==> config.mk <==
export PLATFORM = sky130hd
export DESIGN_NAME = vga_timing_ctrl_flat
export DESIGN_NICKNAME = d
export VERILOG_FILES = /design/src/rtl/vga_timing_pkg.sv /design/src/rtl/vga_timing_if.sv /design/src/rtl/vga_axis_fsm.sv /design/src/rtl/vga_timing_ctrl.sv /design/src/flat_wrapper.sv
export SDC_FILE = /design/constraint.sdc
export NUM_CORES = 1
export LEC_CHECK = 0
export BUFFER_PORTS_ARGS = -buffer_cell sky130_fd_sc_hd__buf_2
export CORE_ASPECT_RATIO = 0.75
export CORE_MARGIN = 5
export CORE_UTILIZATION = 40
export CTS_CLUSTER_SIZE = 20
export DETAILED_ROUTE_END_ITERATION = 8
export PLACE_DENSITY = 0.64
export SYNTH_ARGS = -nofsm -noshare
export SYNTH_HDL_FRONTEND = slang
export SYNTH_SLANG_ARGS = --single-unit
==> constraint.sdc <==
create_clock -name clk -period 2 [get_ports clk]
set_input_delay 0.2 -clock clk [delete_from_list [all_inputs] [get_ports clk]]
set_output_delay 0.2 -clock clk [all_outputs]
set_load 0.05 [all_outputs]
==> src/rtl/vga_timing_pkg.sv <==
// vga_timing_pkg: shared constants and types for the VGA raster timing block.
// Holds the axis segment enum, the default 640x480@60 timing and the
// coordinate/frame-counter widths used by vga_timing_ctrl and vga_axis_fsm.
package vga_timing_pkg;

  localparam int COORD_W = 10;
  localparam int FRAME_W = 16;

  // Default 640x480@60 timing; 100 MHz system clock divided to 25 MHz pixels
  localparam int DEF_CLK_DIV  = 4;
  localparam int DEF_H_ACTIVE = 640;
  localparam int DEF_H_FP     = 16;
  localparam int DEF_H_SYNC   = 96;
  localparam int DEF_H_BP     = 48;
  localparam int DEF_V_ACTIVE = 480;
  localparam int DEF_V_FP     = 10;
  localparam int DEF_V_SYNC   = 2;
  localparam int DEF_V_BP     = 33;

  typedef enum logic [1:0] {
    ST_ACTIVE,
    ST_FRONT,
    ST_SYNC,
    ST_BACK
  } axis_state_e;

  // Segment order along either axis; BACK loops back to ACTIVE
  function automatic axis_state_e next_seg(input axis_state_e s);
    case (s)
      ST_ACTIVE: return ST_FRONT;
      ST_FRONT:  return ST_SYNC;
      ST_SYNC:   return ST_BACK;
      default:   return ST_ACTIVE;
    endcase
  endfunction

endpackage

==> src/rtl/vga_timing_if.sv <==
// vga_timing_if: raster timing bundle between the timing controller (master)
// and the pixel/graphics logic (slave). The slave owns the run enable.
interface vga_timing_if;
  import vga_timing_pkg::*;

  logic               en;
  logic               pix_tick;
  logic [COORD_W-1:0] h_count;
  logic [COORD_W-1:0] v_count;
  logic               hsync;
  logic               vsync;
  logic               video_on;
  logic               line_start;
  logic               frame_start;
  logic [FRAME_W-1:0] frame_count;

  modport master (
    input  en,
    output pix_tick, h_count, v_count, hsync, vsync,
    output video_on, line_start, frame_start, frame_count
  );

  modport slave (
    output en,
    input  pix_tick, h_count, v_count, hsync, vsync,
    input  video_on, line_start, frame_start, frame_count
  );

endinterface

==> src/rtl/vga_axis_fsm.sv <==
// vga_axis_fsm: one raster axis (horizontal or vertical). Counts position on
// each step and walks ACTIVE -> FRONT -> SYNC -> BACK. Position, state and the
// active-low sync are registered together so they never skew. 'wrap' is the
// combinational carry: high in the cycle whose step takes pos from the last
// position back to 0, so a downstream axis can step on the same clock edge.
module vga_axis_fsm
  import vga_timing_pkg::*;
#(
  parameter int SEG_ACTIVE = DEF_H_ACTIVE,
  parameter int SEG_FRONT  = DEF_H_FP,
  parameter int SEG_SYNC   = DEF_H_SYNC,
  parameter int SEG_BACK   = DEF_H_BP
) (
  input  logic               clk,
  input  logic               rst,
  input  logic               step,
  output logic [COORD_W-1:0] pos,
  output axis_state_e        state,
  output logic               sync_n,
  output logic               wrap
);

  localparam int TOTAL = SEG_ACTIVE + SEG_FRONT + SEG_SYNC + SEG_BACK;

  localparam logic [COORD_W-1:0] LAST_ACTIVE = COORD_W'(SEG_ACTIVE - 1);
  localparam logic [COORD_W-1:0] LAST_FRONT  = COORD_W'(SEG_ACTIVE + SEG_FRONT - 1);
  localparam logic [COORD_W-1:0] LAST_SYNC   = COORD_W'(SEG_ACTIVE + SEG_FRONT + SEG_SYNC - 1);
  localparam logic [COORD_W-1:0] LAST_BACK   = COORD_W'(TOTAL - 1);

  logic [COORD_W-1:0] pos_reg, pos_next;
  logic [COORD_W-1:0] seg_last;
  axis_state_e        state_reg, state_next;
  logic               sync_n_reg;

  // Next position/segment: advance only on step, leave a segment from its last position
  always_comb begin
    pos_next   = pos_reg;
    state_next = state_reg;
    case (state_reg)
      ST_ACTIVE: seg_last = LAST_ACTIVE;
      ST_FRONT:  seg_last = LAST_FRONT;
      ST_SYNC:   seg_last = LAST_SYNC;
      default:   seg_last = LAST_BACK;
    endcase
    wrap = step && (pos_reg == LAST_BACK);
    if (step) begin
      pos_next = wrap ? '0 : pos_reg + 1'b1;
      if (pos_reg == seg_last) begin
        state_next = next_seg(state_reg);
      end
    end
  end

  // Axis state register; sync is derived from the next segment so it lines up with pos
  always_ff @(posedge clk or posedge rst) begin
    if (rst) begin
      pos_reg    <= '0;
      state_reg  <= ST_ACTIVE;
      sync_n_reg <= 1'b1;
    end else begin
      pos_reg    <= pos_next;
      state_reg  <= state_next;
      sync_n_reg <= (state_next != ST_SYNC);
    end
  end

  assign pos    = pos_reg;
  assign state  = state_reg;
  assign sync_n = sync_n_reg;

endmodule

==> src/rtl/vga_timing_ctrl.sv <==
// vga_timing_ctrl: 640x480@60 VGA raster sequencer. Divides clk into a pixel
// tick, drives the horizontal axis from it and the vertical axis from the
// horizontal wrap, and presents coordinates, syncs, blanking and line/frame
// pulses, all registered so they change on the same edge as the coordinates.
// Build option: define VGA_FRAME_CNT_EN to include the 16-bit frame counter;
// otherwise frame_count is tied to zero.
module vga_timing_ctrl
  import vga_timing_pkg::*;
#(
  parameter int CLK_DIV  = DEF_CLK_DIV,
  parameter int H_ACTIVE = DEF_H_ACTIVE,
  parameter int H_FP     = DEF_H_FP,
  parameter int H_SYNC   = DEF_H_SYNC,
  parameter int H_BP     = DEF_H_BP,
  parameter int V_ACTIVE = DEF_V_ACTIVE,
  parameter int V_FP     = DEF_V_FP,
  parameter int V_SYNC   = DEF_V_SYNC,
  parameter int V_BP     = DEF_V_BP
) (
  input logic         clk,
  input logic         rst,
  vga_timing_if.master bus
);

  localparam int DIV_W = (CLK_DIV > 1) ? $clog2(CLK_DIV) : 1;
  localparam logic [DIV_W-1:0] DIV_LAST = DIV_W'(CLK_DIV - 1);

  logic [DIV_W-1:0]   div_reg;
  logic               step;
  logic               tick_reg;
  logic               started_reg;
  logic               line_reg;
  logic               frame_reg;

  logic [COORD_W-1:0] h_pos, v_pos;
  axis_state_e        h_state, v_state;
  logic               h_sync_n, v_sync_n;
  logic               h_wrap, v_wrap;

  // The pixel step happens on the clock where the divider wraps; en freezes it
  assign step = bus.en && (div_reg == DIV_LAST);

  // Divider and pulse registers; pulses land on the edge the counters move
  always_ff @(posedge clk or posedge rst) begin
    if (rst) begin
      div_reg     <= '0;
      tick_reg    <= 1'b0;
      started_reg <= 1'b0;
      line_reg    <= 1'b0;
      frame_reg   <= 1'b0;
    end else begin
      started_reg <= 1'b1;
      tick_reg    <= step;
      line_reg    <= h_wrap;
      frame_reg   <= v_wrap;
      if (bus.en) begin
        div_reg <= (div_reg == DIV_LAST) ? '0 : div_reg + 1'b1;
      end
    end
  end

  vga_axis_fsm #(
    .SEG_ACTIVE(H_ACTIVE),
    .SEG_FRONT (H_FP),
    .SEG_SYNC  (H_SYNC),
    .SEG_BACK  (H_BP)
  ) u_h_axis (
    .clk   (clk),
    .rst   (rst),
    .step  (step),
    .pos   (h_pos),
    .state (h_state),
    .sync_n(h_sync_n),
    .wrap  (h_wrap)
  );

  // Vertical axis advances on the same edge the horizontal axis wraps
  vga_axis_fsm #(
    .SEG_ACTIVE(V_ACTIVE),
    .SEG_FRONT (V_FP),
    .SEG_SYNC  (V_SYNC),
    .SEG_BACK  (V_BP)
  ) u_v_axis (
    .clk   (clk),
    .rst   (rst),
    .step  (h_wrap),
    .pos   (v_pos),
    .state (v_state),
    .sync_n(v_sync_n),
    .wrap  (v_wrap)
  );

`ifdef VGA_FRAME_CNT_EN
  logic [FRAME_W-1:0] frame_cnt_reg;

  // Count completed frames; the new value appears together with frame_start
  always_ff @(posedge clk or posedge rst) begin
    if (rst) begin
      frame_cnt_reg <= '0;
    end else if (v_wrap) begin
      frame_cnt_reg <= frame_cnt_reg + 1'b1;
    end
  end

  assign bus.frame_count = frame_cnt_reg;
`else
  assign bus.frame_count = '0;
`endif

  // Pulses and blanking are gated by en so a frozen raster shows nothing
  assign bus.pix_tick    = tick_reg && bus.en;
  assign bus.line_start  = line_reg && bus.en;
  assign bus.frame_start = frame_reg && bus.en;
  assign bus.video_on    = started_reg && bus.en &&
                           (h_state == ST_ACTIVE) && (v_state == ST_ACTIVE);
  assign bus.h_count     = h_pos;
  assign bus.v_count     = v_pos;
  assign bus.hsync       = h_sync_n;
  assign bus.vsync       = v_sync_n;

endmodule
==> src/flat_wrapper.sv <==
// flat-port wrapper written by rule: the top's interface ports become plain ports
module vga_timing_ctrl_flat import vga_timing_pkg::*;
#(
  parameter int CLK_DIV  = DEF_CLK_DIV,
  parameter int H_ACTIVE = DEF_H_ACTIVE,
  parameter int H_FP     = DEF_H_FP,
  parameter int H_SYNC   = DEF_H_SYNC,
  parameter int H_BP     = DEF_H_BP,
  parameter int V_ACTIVE = DEF_V_ACTIVE,
  parameter int V_FP     = DEF_V_FP,
  parameter int V_SYNC   = DEF_V_SYNC,
  parameter int V_BP     = DEF_V_BP
)
  (clk, rst, bus_en, bus_pix_tick, bus_h_count, bus_v_count, bus_hsync, bus_vsync, bus_video_on, bus_line_start, bus_frame_start, bus_frame_count);
  vga_timing_if bus_i ();
  input logic clk;
  input logic rst;
  input wire logic [$bits(bus_i.en)-1:0] bus_en;
  output wire logic [$bits(bus_i.pix_tick)-1:0] bus_pix_tick;
  output wire logic [$bits(bus_i.h_count)-1:0] bus_h_count;
  output wire logic [$bits(bus_i.v_count)-1:0] bus_v_count;
  output wire logic [$bits(bus_i.hsync)-1:0] bus_hsync;
  output wire logic [$bits(bus_i.vsync)-1:0] bus_vsync;
  output wire logic [$bits(bus_i.video_on)-1:0] bus_video_on;
  output wire logic [$bits(bus_i.line_start)-1:0] bus_line_start;
  output wire logic [$bits(bus_i.frame_start)-1:0] bus_frame_start;
  output wire logic [$bits(bus_i.frame_count)-1:0] bus_frame_count;
  assign bus_i.en = bus_en;
  assign bus_pix_tick = bus_i.pix_tick;
  assign bus_h_count = bus_i.h_count;
  assign bus_v_count = bus_i.v_count;
  assign bus_hsync = bus_i.hsync;
  assign bus_vsync = bus_i.vsync;
  assign bus_video_on = bus_i.video_on;
  assign bus_line_start = bus_i.line_start;
  assign bus_frame_start = bus_i.frame_start;
  assign bus_frame_count = bus_i.frame_count;
  vga_timing_ctrl #(.CLK_DIV(CLK_DIV), .H_ACTIVE(H_ACTIVE), .H_FP(H_FP), .H_SYNC(H_SYNC), .H_BP(H_BP), .V_ACTIVE(V_ACTIVE), .V_FP(V_FP), .V_SYNC(V_SYNC), .V_BP(V_BP)) u_core (.clk(clk), .rst(rst), .bus(bus_i));
endmodule
== After elaboration in Yosys (flattened, before gate mapping) ==
Cells that the tools add are included.

* $add $sub $neg: 3
* Eq/ne operators: 11
* Multiplexer cells: 11
* Reductions and logical operators: 11

{| class="wikitable"
|+ Operator list
! cell !! count
|-
| 10-bit one-hot mux with 3 select lines || 1
|-
| 9-bit one-hot mux with 3 select lines || 1
|-
| 10-bit by 1-bit adder with 10-bit output (second input constant) || 2
|-
| 10-bit == test || 2
|-
| 10-bit == test (second input constant) || 2
|-
| 10-bit 2-to-1 mux || 2
|-
| 2-bit one-hot mux with 3 select lines || 2
|-
| 2-bit 2-to-1 mux || 5
|-
| 1-bit logical AND || 9
|-
| 2-bit == test (second input constant) || 3
|-
| 2-bit by 1-bit == test with 1-bit output (second input constant) || 2
|-
| 2-bit logical NOT || 2
|-
| 2-bit inequality test (second input constant) || 2
|-
| 2-bit by 1-bit adder with 2-bit output (second input constant) || 1
|}

* Flip-flop bits (word level): 32
* Output and inout bits: 42
* Logic and storage cells: 47

== Logic depth before layout (Yosys ltp) ==
* Word-level depth: 6
* Mapped depth: 7
* Depth with buffers taken out: 6

== Hierarchy ==
From an unflattened synthesis, not the netlist that was laid out.

* Cell total of the unflattened synthesis: 177
* Area, all modules: 1841.8 um2

{| class="wikitable"
|+ By module, submodules not included
! module !! times used !! cells each !! area each (um2)
|-
| vga_axis_fsm at u_core.u_v_axis || 1 || 72 || 768.2
|-
| vga_axis_fsm at u_core.u_h_axis || 1 || 70 || 715.7
|-
| vga_timing_ctrl || 1 || 35 || 357.8
|}

== Worst setup path after synthesis ==
Ideal clock, no wire load.

* Path type: flip-flop to flip-flop
* Start point: register u_core.u_h_axis.pos_reg[0], in the netlist u_core.u_h_axis.pos[0]
* End point: register u_core.u_v_axis.pos_reg[6], in the netlist u_core.u_v_axis.pos[6]
* Setup time: 144 ps
* Arrival: 1921 ps
* Required time: 1856 ps
* Path slack: -65 ps
* Cell stages (with the launch flop): 7
* Buffers on the path: 1
* Clock period less this slack: 2065 ps
* Cells stage by stage: dfrtp_1 -> ha_1 -> and4_1 -> nand4_1 -> buf_2 -> or3_1 -> xnor2_1

* Cells in the longest elaborated chain, start to end: 4

{| class="wikitable"
|+ Ends and longest elaborated chain
! item !! RTL line !! text
|-
| start, declared || vga_axis_fsm.sv:30 || <nowiki>logic [COORD_W-1:0] pos_reg, pos_next;</nowiki>
|-
| start signal, assigned || vga_axis_fsm.sv:61 || <nowiki>pos_reg <= pos_next;</nowiki>
|-
| 10-bit == test (*) || vga_axis_fsm.sv:45 || <nowiki>wrap = step && (pos_reg == LAST_BACK);</nowiki>
|-
| 1-bit logical AND (*) || vga_axis_fsm.sv:45 ||
|-
| 1-bit logical AND || vga_axis_fsm.sv:45 ||
|-
| 10-bit 2-to-1 mux || vga_axis_fsm.sv:47 || <nowiki>pos_next = wrap ? '0 : pos_reg + 1'b1;</nowiki>
|-
| end signal, assigned || vga_axis_fsm.sv:61 ||
|-
| end, declared || vga_axis_fsm.sv:30 ||
|}

Mark *: on every way between the ends. The rest lies on a longest branch, timed or not.
A chain may end at the register's enable or synchronous reset.

== Final worst setup path ==
* Start point: register u_core.u_v_axis.state_reg[1], in the netlist u_core.u_v_axis.state[1]
* End point: register u_core.u_v_axis.state_reg[0], in the netlist u_core.u_v_axis.state[0]

* Cells in the longest elaborated chain, start to end: 5
* Elaborated cells on any way between the ends: 8
* Those cells by class: eq/ne: 3; mux: 4; reduce/logical: 1

{| class="wikitable"
|+ Ends and longest elaborated chain
! item !! RTL line !! text
|-
| start, declared || vga_axis_fsm.sv:32 || <nowiki>axis_state_e state_reg, state_next;</nowiki>
|-
| start signal, assigned || vga_axis_fsm.sv:62 || <nowiki>state_reg <= state_next;</nowiki>
|-
| 2-bit == test (tied with other cells) || vga_timing_pkg.sv:29, vga_axis_fsm.sv:39 ||
|-
| 10-bit one-hot mux with 3 select lines || vga_axis_fsm.sv:39 || <nowiki>case (state_reg)</nowiki>
|-
| 10-bit == test || vga_axis_fsm.sv:48 || <nowiki>if (pos_reg == seg_last) begin</nowiki>
|-
| 2-bit 2-to-1 mux (*) || vga_axis_fsm.sv:48 ||
|-
| 2-bit 2-to-1 mux (*) || vga_axis_fsm.sv:46 || <nowiki>if (step) begin</nowiki>
|-
| net u_core.u_v_axis.state_next[0] || vga_axis_fsm.sv:32 ||
|}

The timed path passes the listed nets; every way through them passes the cells marked *.

==> metrics.log <==
INFO  metric run_status = complete, no violations
INFO  metric cp-end-kind = flip-flop
INFO  metric syn_area_per_cell = 9.84 um2
INFO  metric share_of_synthesized_area_spent_on_multiplexers = 4.59%
INFO  metric row_count = 21
INFO  metric timing.critical_path.required = 2.16 ns
INFO  metric synth_xor_area_share = 5.97%
INFO  metric worst_clock_skew = 0.00823 ns
INFO  metric cts_buffers = 5
INFO  metric cp_slowest_stage_delay = 0.38 ns
INFO  metric vias = 1442
INFO  metric cts.sink_count = 32
INFO  metric cts_tree = done
INFO  metric antenna_left = 0
INFO  metric detail_route.first_pass.iterations = 4
INFO  metric syn_inst = 194
INFO  metric io-pin-count = 45
INFO  metric numPortBuffers = 28
INFO  metric rsz0062_at_grt = false
INFO  metric finalCritPeriodShare = 94.1%
INFO  metric final_cells = 295
INFO  metric route.detailed.drc = 0
INFO  metric worstPathCellList = inv_1 -> ha_1 -> or3b_1 -> a21oi_1 -> nand4_1 -> mux2_1
INFO  metric routed_via_density = 4.89
INFO  metric ys.warnings.count = 0
INFO  metric via_count_of_the_first_global_routing_pass = 1347
INFO  metric ys_dominant_reg_cell = dfrtp_1
INFO  metric worstPathMaxFanout = 3
INFO  metric grt_overflow = 0
INFO  metric cap_viol_max_count = 0
INFO  metric synthDistinctLibCells = 45
INFO  metric dp_hpwl = 2.96 mm
INFO  metric synth.ff_latch_count = 32
INFO  metric initial_core_util = 42.0%
INFO  metric worstSetupPathType = reg -> reg
INFO  metric diodes = 0
INFO  metric dominant_combinational_cell_family_by_area_after_synthesis = simple AND/OR/NAND/NOR gates
INFO  metric worst_ep_arrival = 2.04 ns
INFO  metric floorplan.core_area = 4550 um2
INFO  metric slew_viol_final = 0
INFO  metric routedWlPerCell = 13.0 um
INFO  metric hold_viol = 0
INFO  metric finalWorstPathRequiredPeriod = 1.88 ns
INFO  metric cts_resized = 0
INFO  metric setup_total_negative_slack = 0 ns
INFO  metric final_weighted_congestion_in_routability_driven_placement = 0.796
INFO  metric critPathLaunchType = flip-flop
INFO  metric fmax = 531 MHz
INFO  metric totalPowerFinal = 0.00164 W
INFO  metric clk_latency = 0.28 ns
INFO  metric grt_pass1_wl = 6.50 mm
INFO  metric fillerInstances = 439
INFO  metric final-setup-viol-count = 0
INFO  metric max_h_tree_level = 2
INFO  metric synth_simple_gate_area_share = 21.0%
INFO  metric drt_iter0_drc = 52
INFO  metric horiz_die_dim = 89.8 um
INFO  metric placed_cells = 286
INFO  metric p_leak = 1.15 nW
INFO  metric netlist.top_cell.by_area = dfrtp_1
INFO  metric grtUsageTotal = 12.7%
INFO  metric number_of_antenna_violations_at_the_first_check_in_global_routing = 0
INFO  metric routed_wl = 3.83 mm
INFO  metric synth_edf_count = 0
INFO  metric num-nets-final = 250
INFO  metric layout-drive-gt1-share = 27.3%
INFO  metric max-clock-path-buffers = 2
INFO  metric die_h = 69.8 um
INFO  metric fraction_of_the_mapped_netlist_area_in_compound_gates = 8.00%
INFO  metric die_area = 6270 um2
INFO  metric hp-class = in -> reg
INFO  metric yosys.area.top_type_share = 39.3%
INFO  metric ys_seq_area_share = 42.1%
INFO  metric max-vdd-ir-drop = 0.399 mV
INFO  metric post_synth_main_area_contributors = dfrtp_1 (39%), buf_4 (6.7%), ha_1 (6.6%)
INFO  metric grt_max_degree = 33
INFO  metric post_placement_worst_setup_slack = 0.147 ns
INFO  metric synthesis.area = 1910 um2
INFO  metric crit_slowest_cell = dfrtp_1
INFO  metric finalWorstSetupSlack = 0.118 ns
INFO  metric postSynth.asyncResetShare = 100%
INFO  metric ctsRootBufferMaster = clkbuf_8
INFO  metric clkSlewWorstSetupHoldPaths = 0.07 ns
INFO  metric post_synth_fa_ha_maj_area_fraction = 6.56%
INFO  metric area_delta_synth_final = 16.4%
INFO  metric p_per_area = 739 nW/um2
-- final timing paths --
| kind | startpoint | end | slack (ns) | cells past startpoint |
|---|---|---|---|---|
| worst max-delay path | u_core.u_v_axis.state[1]$_DFF_PP0_ | u_core.u_v_axis.state[0]$_DFF_PP0_ | 0.12 | 6 |
| worst min-delay path | bus_en | u_core.div_reg[0]$_DFFE_PP0P_ | 0.23 | 2 |
| worst max register to register | u_core.u_v_axis.state[1]$_DFF_PP0_ | u_core.u_v_axis.state[0]$_DFF_PP0_ | 0.12 | 6 |
| worst min register to register | u_core.div_reg[0]$_DFFE_PP0P_ | u_core.div_reg[0]$_DFFE_PP0P_ | 0.48 | 1 |
| max in group asynchronous | rst | u_core.u_h_axis.sync_n$_DFF_PP1_ | 1.14 | 4 |
| min in group asynchronous | rst | u_core.u_h_axis.pos[3]$_DFFE_PP0N_ | 0.54 | 4 |
-- power by group --
part	internal, W	switching (W)
clock	0.000244	0.000226
combinational	0.000102	0.000302
sequential	0.000711	0.0000561
total	0.00106	0.000584
-- logic make-up (layout without fill, tap and decap cells) --
kind of cell / Yosys count / after routing
simple gates: 69 / 69
fa+ha+maj: 10 / 10
xor+xnor: 13 / 13
mux: 8 / 8
other cells: 2 / 17
buf+inv: 38 / 67
flops: 32 / 32
compound gates: 22 / 22
-- routing by layer --
layer  wire (um)  track usage [%]
met2        1680             18.9
met5           0                0
met4          38             5.03
met1        1870             17.6
met3         247             3.25
-- repair_timing --
action,4_1_cts,5_1_grt
endpoints found under the hold margin,10,0
setup buffers,0,0
hold buffers,1,0
-- stage by stage --
stage | instance area [um2] | hold slack (ns) | utilization [%]
6_report | 2220 | 0.233 | 48.9
5_1_grt | 2220 | 0.251 | 48.9
4_1_cts | 2220 | 0.238 | 48.9
3_5_place_dp | 2130 | 0.307 | 46.8
3_3_place_gp | 2130 | 0.306 | 46.8
2_1_floorplan | 1970 | 0.314 | -
-- synth_stat cells (4+ instances only) --
| cell | count |
|---|---|
| a21oi_1 | 7 |
| nor2_1 | 10 |
| mux2i_1 | 5 |
| inv_1 | 16 |
| nand4_1 | 6 |
| xnor2_1 | 10 |
| nand3_1 | 11 |
| and2_1 | 4 |
| dfrtp_1 | 30 |
| o21ai_0 | 7 |
| buf_4 | 17 |
| nor3_1 | 6 |
| nand2_1 | 11 |
| ha_1 | 10 |
-- critical path: cells and delay by family, from the launching register on --
kind | cells | cell delay [ns]
AND/OR/NAND/NOR | 2 | 0.52
flip-flops | 1 | 0.38
multiplexers | 1 | 0.34
adder cells (fa/ha/maj) | 1 | 0.31
AO/OA/AOI/OAI | 1 | 0.14
buffers and inverters | 1 | 0.08
-- layout by cell type, fill, tap and decap left out, types with 3 or more instances in the layout --
master / count
nand3_1: 11
nor2_1: 10
buf_2: 28
conb_1: 17
dfrtp_1: 26
inv_1: 16
mux2i_1: 5
or2_2: 3
nand2_1: 11
xor2_1: 3
buf_4: 14
a21oi_1: 7
ha_1: 10
nand4_1: 6
xnor2_1: 10
or3_1: 3
dfrtp_2: 4
nor3_1: 6
and2_1: 4
clkbuf_8: 5
o21ai_0: 7
-- area by class of cell --
cell class                      count  area, um2  share of cell area, %
Multi-Input combinational cell    139        945                   42.5
Sequential cell                    32        808                   36.4
Timing Repair Buffer               43        255                   11.5
Clock buffer                        7       76.3                   3.44
Tap cell                           57       71.3                   3.21
Inverter                           16       60.1                   2.70
Clock inverter                      1       5.00                  0.225
No activity file was read; power rests on OpenSTA's default activity.
